$ cat config.mk
export PLATFORM = sky130hd
export DESIGN_NAME = multicycle_control
export DESIGN_NICKNAME = d
export VERILOG_FILES = /design/src/rtl/multicycle_control.sv
export SDC_FILE = /design/constraint.sdc
export NUM_CORES = 1
export LEC_CHECK = 0
export ABC_CLOCK_PERIOD_IN_PS = 3550
export CAP_MARGIN = 10
export CORE_UTILIZATION = 43
export DETAILED_ROUTE_END_ITERATION = 8
export PLACE_DENSITY_LB_ADDON = 0.15
export RECOVER_POWER = 50
export SLEW_MARGIN = 20
export SYNTH_ARGS = -nofsm -noshare
export SYNTH_HDL_FRONTEND = slang
export SYNTH_SLANG_ARGS = --single-unit
export TNS_END_PERCENT = 20
$ cat constraint.sdc
create_clock -name clock -period 3.55 [get_ports clock]
set_clock_uncertainty 0.15 [all_clocks]
set_input_delay 0.5325 -clock clock [delete_from_list [all_inputs] [get_ports clock]]
set_output_delay 0.5325 -clock clock [all_outputs]
set_load 0.02 [all_outputs]
$ cat src/rtl/multicycle_control.sv
// Multicycle datapath control FSM: Moore-decoded control word per state,
// memory handshake stalls, sticky illegal-opcode flag.
module multicycle_control #(
    parameter logic HALT_ON_ILLEGAL = 1'b1
) (
    input  logic       clock,
    input  logic       reset_n,
    input  logic [5:0] opcode,
    input  logic       mem_ready,
    output logic       pc_write,
    output logic       pc_write_cond,
    output logic       i_or_d,
    output logic       mem_read,
    output logic       mem_write,
    output logic       ir_write,
    output logic       mem_to_reg,
    output logic       reg_dst,
    output logic       reg_write,
    output logic       alu_src_a,
    output logic [1:0] alu_src_b,
    output logic [1:0] alu_op,
    output logic [1:0] pc_source,
    output logic [3:0] state,
    output logic       illegal
);

    typedef enum logic [3:0] {
        FETCH     = 4'd0,
        DECODE    = 4'd1,
        MEM_ADDR  = 4'd2,
        MEM_READ  = 4'd3,
        MEM_WB    = 4'd4,
        MEM_WRITE = 4'd5,
        EXECUTE   = 4'd6,
        R_WB      = 4'd7,
        BRANCH    = 4'd8,
        JUMP      = 4'd9,
        ADDI_EX   = 4'd10,
        ADDI_WB   = 4'd11,
        HALT      = 4'd12
    } state_e;

    localparam logic [5:0] OP_RTYPE = 6'b000000;
    localparam logic [5:0] OP_LW    = 6'b100011;
    localparam logic [5:0] OP_SW    = 6'b101011;
    localparam logic [5:0] OP_BEQ   = 6'b000100;
    localparam logic [5:0] OP_J     = 6'b000010;
    localparam logic [5:0] OP_ADDI  = 6'b001000;

    state_e state_q, state_d;
    logic   illegal_q, illegal_d;

    logic       pc_write_c, pc_write_cond_c, i_or_d_c, mem_read_c;
    logic       mem_write_c, ir_write_c, mem_to_reg_c, reg_dst_c;
    logic       reg_write_c, alu_src_a_c;
    logic [1:0] alu_src_b_c, alu_op_c, pc_source_c;

    always_ff @(posedge clock or negedge reset_n) begin
        if (!reset_n) begin
            state_q   <= FETCH;
            illegal_q <= 1'b0;
        end else begin
            state_q   <= state_d;
            illegal_q <= illegal_d;
        end
    end

    always_comb begin
        state_d         = state_q;
        illegal_d       = illegal_q;
        pc_write_c      = 1'b0;
        pc_write_cond_c = 1'b0;
        i_or_d_c        = 1'b0;
        mem_read_c      = 1'b0;
        mem_write_c     = 1'b0;
        ir_write_c      = 1'b0;
        mem_to_reg_c    = 1'b0;
        reg_dst_c       = 1'b0;
        reg_write_c     = 1'b0;
        alu_src_a_c     = 1'b0;
        alu_src_b_c     = 2'b00;
        alu_op_c        = 2'b00;
        pc_source_c     = 2'b00;
        unique case (state_q)
            FETCH: begin
                mem_read_c  = 1'b1;
                alu_src_b_c = 2'b01;
                ir_write_c  = mem_ready;
                pc_write_c  = mem_ready;
                if (mem_ready) state_d = DECODE;
            end
            DECODE: begin
                alu_src_b_c = 2'b11;
                unique case (opcode)
                    OP_RTYPE:     state_d = EXECUTE;
                    OP_LW, OP_SW: state_d = MEM_ADDR;
                    OP_BEQ:       state_d = BRANCH;
                    OP_J:         state_d = JUMP;
                    OP_ADDI:      state_d = ADDI_EX;
                    default: begin
                        illegal_d = 1'b1;
                        state_d   = HALT_ON_ILLEGAL ? HALT : FETCH;
                    end
                endcase
            end
            MEM_ADDR: begin
                alu_src_a_c = 1'b1;
                alu_src_b_c = 2'b10;
                if (opcode == OP_LW)      state_d = MEM_READ;
                else if (opcode == OP_SW) state_d = MEM_WRITE;
                else                      state_d = FETCH;
            end
            MEM_READ: begin
                mem_read_c = 1'b1;
                i_or_d_c   = 1'b1;
                if (mem_ready) state_d = MEM_WB;
            end
            MEM_WB: begin
                reg_write_c  = 1'b1;
                mem_to_reg_c = 1'b1;
                state_d      = FETCH;
            end
            MEM_WRITE: begin
                mem_write_c = 1'b1;
                i_or_d_c    = 1'b1;
                if (mem_ready) state_d = FETCH;
            end
            EXECUTE: begin
                alu_src_a_c = 1'b1;
                alu_op_c    = 2'b10;
                state_d     = R_WB;
            end
            R_WB: begin
                reg_write_c = 1'b1;
                reg_dst_c   = 1'b1;
                state_d     = FETCH;
            end
            BRANCH: begin
                alu_src_a_c     = 1'b1;
                alu_op_c        = 2'b01;
                pc_write_cond_c = 1'b1;
                pc_source_c     = 2'b01;
                state_d         = FETCH;
            end
            JUMP: begin
                pc_write_c  = 1'b1;
                pc_source_c = 2'b10;
                state_d     = FETCH;
            end
            ADDI_EX: begin
                alu_src_a_c = 1'b1;
                alu_src_b_c = 2'b10;
                state_d     = ADDI_WB;
            end
            ADDI_WB: begin
                reg_write_c = 1'b1;
                state_d     = FETCH;
            end
            HALT: state_d = HALT;
            default: state_d = FETCH;
        endcase
    end

    // Reset gates the decoded word so no access is issued while reset_n is low
    assign pc_write      = reset_n & pc_write_c;
    assign pc_write_cond = reset_n & pc_write_cond_c;
    assign i_or_d        = reset_n & i_or_d_c;
    assign mem_read      = reset_n & mem_read_c;
    assign mem_write     = reset_n & mem_write_c;
    assign ir_write      = reset_n & ir_write_c;
    assign mem_to_reg    = reset_n & mem_to_reg_c;
    assign reg_dst       = reset_n & reg_dst_c;
    assign reg_write     = reset_n & reg_write_c;
    assign alu_src_a     = reset_n & alu_src_a_c;
    assign alu_src_b     = reset_n ? alu_src_b_c : 2'b00;
    assign alu_op        = reset_n ? alu_op_c : 2'b00;
    assign pc_source     = reset_n ? pc_source_c : 2'b00;
    assign state         = state_q;
    assign illegal       = illegal_q;

endmodule

==> reports/results.ini <==
[run_status]
status = finished clean

[final_layout]
finalNonFillerCells = 127
final.fill_count = 111
final_net_count = 122
diodes = 0
final_util_pct = 69.0
drive_gt1_share_pct = 8.04
area_growth_syn_to_layout_pct = 46.3

[clocking]
cts_hold_buf = 0
clock_latency_ns = 0.23
htree_levels = 1
cts_tree = built
numClockSinks = 5
clkTransAtPathRegs_ns = 0.04
cts_buffers = 3
cts_resized = 0
cts_root_buf = clkbuf_4
cts_buffer_depth = 2
cts_setup_buffers = 0

[placement]
hpwl_um = 1240
io_buffer_count = 29
gp_congestion = 0.865
dpl.cell_count = 123

[floorplan]
die-area_um2 = 1620
start_util_pct = 47.2
core_um2 = 1330
die_h_um = 40.3
rows = 13
die_w_um = 40.3
ios = 30

[route]
vias = 753
first_pass_iters = 4
wl_um = 1670
drt_iter0_drc = 11
via_per_inst = 5.93
drc_errors = 0
avgRoutedWirePerCell_um = 13.1
antenna_left = 0

[logic_synthesis]
synth-xor-area-share_pct = 2.78
syn_area_um2 = 629
syn-mean-instance-area_um2 = 7.40
synth_nets = 94
yosysSeqAreaShare_pct = 19.9
netlist_instances = 85
synth.distinct_cells = 39
synth_simple_gate_area_share_pct = 48.9
synth_seq_cells = 5
synthMuxAreaShare_pct = 1.79
synth_top_family_by_area = simple AND/OR/NAND/NOR gates
synth_fa_ha_area_share_pct = 0
ys.warnings.count = 0
synth_compound_area_share_pct = 19.9

[critical_path]
reg2reg_depth = 4
crit_arrival_ns = 2.36
start_kind = primary input
crit_fanout = 12
r2r_start = state[1]
reg2reg_to = state[3]
end_kind = output pin
reg2reg_slack_ns = 1.62
path_class = primary input to output pin
worstPathRequired_ns = 2.87

[run]
drv_cap = 0

[timing]
tightest_slew_ns = 0.510
rsz0062_at_grt = false
final-hold-violation-count = 0
slew_headroom_pct = 65.1
whs_ns = 0.318
fin_tns_setup_ns = 0
clock.fmax_mhz = 329
drv_slew = 0
finalSetupViolations = 0
fin_crit_ns = 3.04
period_share_pct = 85.7

[power_and_ir_drop]
power_density_nw_per_um2 = 527
p_leak_nw = 0.341
vdd_drop_max_mv = 0.229

[hold_path]
worst_hold_path_type = register to register
worstHoldStart = illegal
whs_path_depth = 1
worstHoldEndpoint = illegal

[global_route]
grt_pass1_wl_um = 2550
grt_pass1_vias = 624
antenna_found_initial = 0
grt_remaining_overflow = 0
grt_use_total_pct = 23.6
grt_max_degree = 20

[stage by stage]
step | cell area, um^2 | power, W | setup WS (ns)
after global placement | 907 | 0.000429 | 0.599
after global routing | 921 | 0.000528 | 0.344
after detailed placement | 907 | 0.000433 | 0.544
after floorplan | 629 | 0.000313 | 1.14
after CTS | 933 | 0.000497 | 0.536
final | 921 | 0.000485 | 0.508
[cells in the mapped netlist]
cell type / count / area, um^2
nor3b_2: 1 / 12.5
xnor2_1: 1 / 8.76
dfrtp_1: 5 / 125
o21ai_2: 1 / 8.76
nand4b_1: 1 / 8.76
or2_2: 1 / 6.26
or4_1: 1 / 7.51
inv_1: 1 / 3.75
clkbuf_1: 1 / 3.75
nor3b_1: 4 / 30.0
nor2_1: 10 / 37.5
nand2b_1: 2 / 12.5
o311ai_1: 1 / 8.76
nand3b_1: 2 / 15.0
o21a_1: 1 / 7.51
nor3_1: 7 / 35.0
buf_2: 4 / 20.0
a211oi_1: 2 / 15.0
or2_1: 1 / 6.26
buf_4: 2 / 15.0
a31oi_1: 1 / 6.26
o21ai_0: 3 / 15.0
a2111o_1: 1 / 11.3
nor2b_1: 3 / 18.8
a2111oi_2: 1 / 15.0
nand3_1: 6 / 30.0
or3_1: 2 / 12.5
mux2_2: 1 / 11.3
xor2_1: 1 / 8.76
o211ai_1: 2 / 15.0
o22ai_1: 1 / 6.26
nor4_1: 1 / 6.26
and3b_1: 1 / 8.76
a21boi_0: 1 / 7.51
and3_1: 2 / 12.5
and4_2: 1 / 10.0
a2bb2oi_1: 1 / 8.76
nand2_1: 6 / 22.5
nor4b_2: 1 / 15.0
[logic make-up (layout without fill, tap and decap cells)]
logic type                count (synthesis)  after routing
buffers and inverters                     8             35
and+or+nand+nor                          53             53
xor gates and xnor gates                  2              2
DFF                                       5              5
AOI/OAI and AO/OA                        16             16
muxes                                     1              1
[final cells by class]
class	count	area [um^2]	share of cell area [%]
multi-input combinational	72	449	48.8
inverter	1	3.75	0.408
timing repair buffer	30	298	32.3
clock buffer	4	26.3	2.85
tap	15	18.8	2.04
sequential	5	125	13.6
[how the worst max path moves through the flow]
stage	to	from	cells past startpoint
floorplan	pc_source[0]	state[2]	5
detailed placement	mem_to_reg	reset_n	4
CTS	mem_to_reg	reset_n	4
finish	mem_to_reg	reset_n	4
global route	mem_to_reg	reset_n	4
global placement	pc_source[0]	reset_n	4
[flip-flops by register name (all words and copies together), names as in the netlist]
register and count:
illegal 1, state 4
[layer usage]
metal	part of all wire (%)	GRT usage, %	wire [um]
met5	0	0	0
met4	0	5.00	0
met3	3.2	3.33	53
met2	55	46.8	922
met1	41	25.9	691
[layout by cell type, fill, tap and decap left out, types with 2 or more instances in the layout]
cell and n:
a211oi_1 2, and3_1 2, clkbuf_4 3, clkdlybuf4s50_1 21, dfrtp_1 5, dlygate4sd3_1 8, nand2_1 6, nand2b_1 2
nand3_1 6, nand3b_1 2, nor2_1 10, nor2b_1 3, nor3_1 7, nor3b_1 4, o211ai_1 2, o21ai_0 3
or3_1 2
[critical path: stages]
cell             delay [ns]
dlygate4sd3_1          0.78
nand3b_1               0.20
nor3_1                 0.20
clkdlybuf4s50_1        0.64
[where the power goes]
| group | total [W] | internal [W] | switching, W |
|---|---|---|---|
| clock network | 0.0000628 | 0.0000423 | 0.0000205 |
| registers | 0.000108 | 0.0000705 | 0.0000376 |
| logic | 0.000314 | 0.000147 | 0.000167 |
| total | 0.000485 | 0.000260 | 0.000225 |
No activity file was read; power rests on OpenSTA's default activity.
